===== src/rtl/mcp_pkg.sv =====
// Shared defaults and helpers for the MCP receive endpoint.
package mcp_pkg;

    localparam int DWIDTH_DEF = 8;
    localparam int DEPTH_DEF  = 2;

    // Width of an occupancy counter able to hold 0..depth inclusive.
    function automatic int level_width(input int depth);
        return $clog2(depth) + 1;
    endfunction

endpackage


===== src/rtl/mcp_rx_fifo.sv =====
// Small receive FIFO: unreset storage, wrapping pointers, occupancy and a
// registered not-empty flag. Callers must not write when full or read when
// empty; the endpoint gates its strobes accordingly.
module mcp_rx_fifo
    import mcp_pkg::*;
#(
    parameter  int DWIDTH = DWIDTH_DEF,
    parameter  int DEPTH  = DEPTH_DEF,
    localparam int AW     = $clog2(DEPTH),
    localparam int LW     = level_width(DEPTH)
) (
    input  logic              clk,
    input  logic              rstn,
    input  logic              wr_en,
    input  logic [DWIDTH-1:0] wr_data,
    input  logic              rd_en,
    output logic [DWIDTH-1:0] rd_data,
    output logic [LW-1:0]     level,
    output logic              not_empty
);

    localparam logic [AW-1:0] PTR_ONE = AW'(1);
    localparam logic [LW-1:0] LVL_ONE = LW'(1);
    localparam logic [LW-1:0] LVL_ZERO = LW'(0);

    logic [DWIDTH-1:0] mem_r [DEPTH];
    logic [AW-1:0]     wr_ptr_r;
    logic [AW-1:0]     rd_ptr_r;
    logic [LW-1:0]     level_r;
    logic [LW-1:0]     level_nxt_s;
    logic              valid_r;

    // Next occupancy: a simultaneous write and read cancel out.
    always_comb begin
        level_nxt_s = level_r;
        case ({wr_en, rd_en})
            2'b10:   level_nxt_s = level_r + LVL_ONE;
            2'b01:   level_nxt_s = level_r - LVL_ONE;
            default: level_nxt_s = level_r;
        endcase
    end

    // Pointers, occupancy and not-empty flag; pointers wrap as DEPTH is 2^AW.
    always_ff @(posedge clk or negedge rstn) begin
        if (!rstn) begin
            wr_ptr_r <= '0;
            rd_ptr_r <= '0;
            level_r  <= '0;
            valid_r  <= 1'b0;
        end else begin
            if (wr_en) begin
                wr_ptr_r <= wr_ptr_r + PTR_ONE;
            end
            if (rd_en) begin
                rd_ptr_r <= rd_ptr_r + PTR_ONE;
            end
            level_r <= level_nxt_s;
            valid_r <= (level_nxt_s != LVL_ZERO);
        end
    end

    // Data storage is deliberately left unreset; valid_r guards its use.
    always_ff @(posedge clk) begin
        if (wr_en) begin
            mem_r[wr_ptr_r] <= wr_data;
        end
    end

    assign rd_data   = mem_r[rd_ptr_r];
    assign level     = level_r;
    assign not_empty = valid_r;

endmodule


===== src/rtl/sync2.sv =====
// Two-flop synchronizer for slow level signals crossing into clk.
module sync2 #(
    parameter int WIDTH = 1
) (
    input  logic             clk,
    input  logic             rstn,
    input  logic [WIDTH-1:0] d,
    output logic [WIDTH-1:0] q
);

    logic [WIDTH-1:0] meta_r;
    logic [WIDTH-1:0] sync_r;

    // Metastability-settling chain, cleared asynchronously.
    always_ff @(posedge clk or negedge rstn) begin
        if (!rstn) begin
            meta_r <= '0;
            sync_r <= '0;
        end else begin
            meta_r <= d;
            sync_r <= meta_r;
        end
    end

    assign q = sync_r;

endmodule


===== src/rtl/mcp_rx_port.sv =====
// Receive endpoint of the toggle-based MCP handshake: synchronizes the
// request toggle, captures the held bus into a FIFO, returns the ack toggle
// once the word is stored and flags requests that arrive before their ack.
module mcp_rx_port
    import mcp_pkg::*;
#(
    parameter  int DWIDTH = DWIDTH_DEF,
    parameter  int DEPTH  = DEPTH_DEF,
    localparam int LW     = level_width(DEPTH)
) (
    input  logic              clk,
    input  logic              rstn,
    input  logic              req_tgl,
    input  logic [DWIDTH-1:0] req_data,
    output logic              ack_tgl,
    output logic              out_valid,
    input  logic              out_ready,
    output logic [DWIDTH-1:0] out_data,
    output logic [LW-1:0]     level,
    output logic              proto_err
);

    localparam logic [LW-1:0] LVL_DEPTH = LW'(DEPTH);

    logic          req_s2_s;
    logic          req_s3_r;
    logic          req_evt_s;
    logic          pend_r;
    logic          pend_nxt_s;
    logic          cap_s;
    logic          pop_s;
    logic          ack_r;
    logic          err_r;
    logic [LW-1:0] level_s;
    logic          valid_s;

    sync2 #(
        .WIDTH (1)
    ) u_req_sync (
        .clk  (clk),
        .rstn (rstn),
        .d    (req_tgl),
        .q    (req_s2_s)
    );

    mcp_rx_fifo #(
        .DWIDTH (DWIDTH),
        .DEPTH  (DEPTH)
    ) u_fifo (
        .clk       (clk),
        .rstn      (rstn),
        .wr_en     (cap_s),
        .wr_data   (req_data),
        .rd_en     (pop_s),
        .rd_data   (out_data),
        .level     (level_s),
        .not_empty (valid_s)
    );

    // One pulse per synchronized toggle of the request level.
    assign req_evt_s = req_s2_s ^ req_s3_r;

    // Capture decision uses the registered level, so a pop from full only
    // frees the slot for the following cycle.
    assign cap_s = pend_r & (level_s < LVL_DEPTH);
    assign pop_s = valid_s & out_ready;

    // Pending request: a new event wins over a simultaneous capture.
    always_comb begin
        pend_nxt_s = pend_r;
        if (req_evt_s) begin
            pend_nxt_s = 1'b1;
        end else if (cap_s) begin
            pend_nxt_s = 1'b0;
        end else begin
            pend_nxt_s = pend_r;
        end
    end

    // Edge-detect delay, pending flag, ack toggle and sticky error flag.
    always_ff @(posedge clk or negedge rstn) begin
        if (!rstn) begin
            req_s3_r <= 1'b0;
            pend_r   <= 1'b0;
            ack_r    <= 1'b0;
            err_r    <= 1'b0;
        end else begin
            req_s3_r <= req_s2_s;
            pend_r   <= pend_nxt_s;
            if (cap_s) begin
                ack_r <= ~ack_r;
            end
            if (req_evt_s && pend_r) begin
                err_r <= 1'b1;
            end
        end
    end

    assign ack_tgl   = ack_r;
    assign proto_err = err_r;
    assign out_valid = valid_s;
    assign level     = level_s;

endmodule


===== config.mk =====
export PLATFORM = sky130hd
export DESIGN_NAME = mcp_rx_port
export DESIGN_NICKNAME = d
export VERILOG_FILES = /design/src/rtl/mcp_pkg.sv /design/src/rtl/mcp_rx_fifo.sv /design/src/rtl/sync2.sv /design/src/rtl/mcp_rx_port.sv
export SDC_FILE = /design/constraint.sdc
export NUM_CORES = 1
export LEC_CHECK = 0
export CAP_MARGIN = 20
export CORE_AREA = 2 2 49 51
export DETAILED_ROUTE_END_ITERATION = 10
export DIE_AREA = 0 0 51 53
export PLACE_DENSITY = 0.77
export SETUP_SLACK_MARGIN = 0.05
export SYNTH_ARGS = -nofsm -noshare
export SYNTH_HDL_FRONTEND = slang
export SYNTH_HIERARCHICAL = 1
export SYNTH_SLANG_ARGS = --single-unit

===== constraint.sdc =====
create_clock -name clk -period 2.4 [get_ports clk]
set_input_delay 0.24 -clock clk [delete_from_list [all_inputs] [get_ports clk]]
set_output_delay 0.24 -clock clk [all_outputs]
set_load 0.02 [all_outputs]

==> results_dict.tcl <==
set metrics [dict create \
    status "finished, final reports clean" \
    grt_max_degree 16 \
    critPathCaptureType "output pin" \
    wl_per_cell_um 13.1 \
    drt_wl_total_um 1480 \
    grt_pass1_vias 559 \
    reg2reg_depth 3 \
    drt-pass1-iter-count 2 \
    globalplace.congestion 0.692 \
    peakVddDrop_uv 839 \
    core_mm2 0.00215 \
    grt_util_all_layers_pct 13.1 \
    drive_gt1_share_pct 16.5 \
    p_total_w 0.00160 \
    clkSinkCount 27 \
    max-cap-violations 0 \
    cts_resized 0 \
    hp-class "primary input to async pin" \
    die_y_um 53 \
    hpwl_um 1070 \
    clk_pin_slew_ns 0.14 \
    die-area_mm2 0.00270 \
    cp.required_ns 2.16 \
    finalCritPeriodShare_pct 86.7 \
    layout_commonest_cell "clkdlybuf4s50_1" \
    crit_path_max_fanout 9 \
    vias 535 \
    insertedDiodeCount 0 \
    skew_ns 0.00115 \
    crit_path_start_kind "flop" \
    drc 0 \
    p_leak_nw 0.493 \
    final_cell_mix "24 x clkdlybuf4s50_1, 16 x edfxtp_1, 11 x dfrtp_1" \
    io_buffers 24 \
    cts_buffer_depth 2 \
    path_class "flop to output pin" \
    nNetsFinal 99 \
    area_delta_synth_final_pct 29.4 \
    routed_via_density 4.73 \
    ys_seq_area_share_pct 74.6 \
    slew_headroom_pct 55.9 \
    clkLatencyLatePin_ns 0.32 \
    row_count 17 \
    layout_min_cycle_time_ns 2.08 \
    cts_buffers 3 \
    p_per_area_mw_per_mm2 1220 \
    h-tree-depth 1 \
    die_x_um 51 \
    syn_area_mm2 0.00101 \
    tightestPinTransition_ns 0.659 \
    yosys_warnings 6 \
    largest_reg_flops 16 \
    setup_violations 0 \
    cts_tree "yes" \
    drt_iter0_drc 1 \
    grt_overflow 0 \
    crit_arrival_ns 1.84 \
    maxSlewViolCount 0 \
    syn_inst 58 \
    ctsHoldBuffers 0 \
    drtAntennaViolNets 0 \
    dp_cells 109 \
    grt_pass1_wl_um 2440 \
    antenna_found_initial 0 \
    cts-root-buf "clkbuf_4" \
    initial_core_util_pct 47.2 \
    finalNonFillerCells 113 \
    synth_area_per_cell_um2 17.5 \
    hold_violations 0 \
    setup-tns-final_ns 0 \
    ios 25 \
    cts_setup_buffers 0 \
    ys_ff_latch 27 \
    synth_nets 71 \
    regMostFlops "u_fifo/mem_r" \
    ys_types 16 \
    rsz0062_at_grt "no" \
    timing.fmax_mhz 481 \
]
[per-stage QoR]
| stage | setup slack [ns] | cell area, um2 | hold slack [ns] | utilization [%] |
|---|---|---|---|---|
| 6_report | 0.320 | 1310 | 0.225 | 61.0 |
| 2_1_floorplan | 0.875 | 1010 | -0.0556 | - |
| 4_1_cts | 0.304 | 1310 | 0.233 | 61.0 |
| 3_5_place_dp | 0.688 | 1280 | 0.345 | 59.8 |
| 3_3_place_gp | 0.686 | 1280 | 0.335 | 59.8 |
| 5_1_grt | 0.230 | 1310 | 0.247 | 61.0 |
[logic make-up after synthesis]
| family | after synthesis | share of synthesized area [%] |
|---|---|---|
| XOR/XNOR | 8 | 7.65 |
| AO/OA/AOI/OAI | 2 | 1.23 |
| flip-flops | 27 | 74.6 |
| buffers and inverters | 3 | 1.23 |
| AND/OR/NAND/NOR | 9 | 5.19 |
| multiplexers | 8 | 8.89 |
| adder cells (fa/ha/maj) | 1 | 1.23 |
[cell usage after synthesis, drive strengths merged]
cell type  instances  share of area (%)
dfrtp             11                 27
a21oi              1               0.49
ha                 1                1.2
and2               2                1.2
nor2b              1                1.4
nand2              2               0.74
nor3b              1               0.74
inv                2               0.74
o21bai             1               0.74
xnor2              4                3.5
buf                1               0.49
xor2               4                4.2
edfxtp            16                 47
mux2               8                8.9
nor2               3                1.1
[final timing paths]
check                      slack [ns]         startpoint                  to
max in group asynchronous        1.86               rstn              pend_r
min reg2reg                      0.37  u_req_sync/meta_r        u_req_sync/q
min                              0.22               rstn            req_s3_r
min in group clk                 0.34            req_tgl   u_req_sync/meta_r
max reg2reg                      0.75    u_fifo/level[1]  u_fifo/mem_r[0][5]
max                              0.32    u_fifo/rd_ptr_r         out_data[4]
[area by class of cell]
type,instances,area (um2)
multi-input combinational,28,245
fill,181,837
clock buffer,3,22.5
sequential,27,756
timing repair buffer,24,240
inverter,2,7.51
clock inverter,1,5.00
tap,28,35.0
[routing by layer]
metal,GRT usage (%),share of wire (%)
met5,0,0
met4,10.8,3.0
met1,16.3,46
met3,2.54,5.4
met2,19.7,46
[critical path: stages (launching register included)]
cell and delay, ns:
dfrtp_1 0.60, mux2_2 0.39, clkdlybuf4s50_1 0.53
[power by group]
group | total [W] | internal [W] | switching, W | leakage, nW
clock | 0.000192 | 0.0000625 | 0.000129 | 0.0177
sequential | 0.000746 | 0.000643 | 0.000103 | 0.271
combinational | 0.000658 | 0.000348 | 0.000310 | 0.204
No activity file was read; power rests on OpenSTA's default activity.
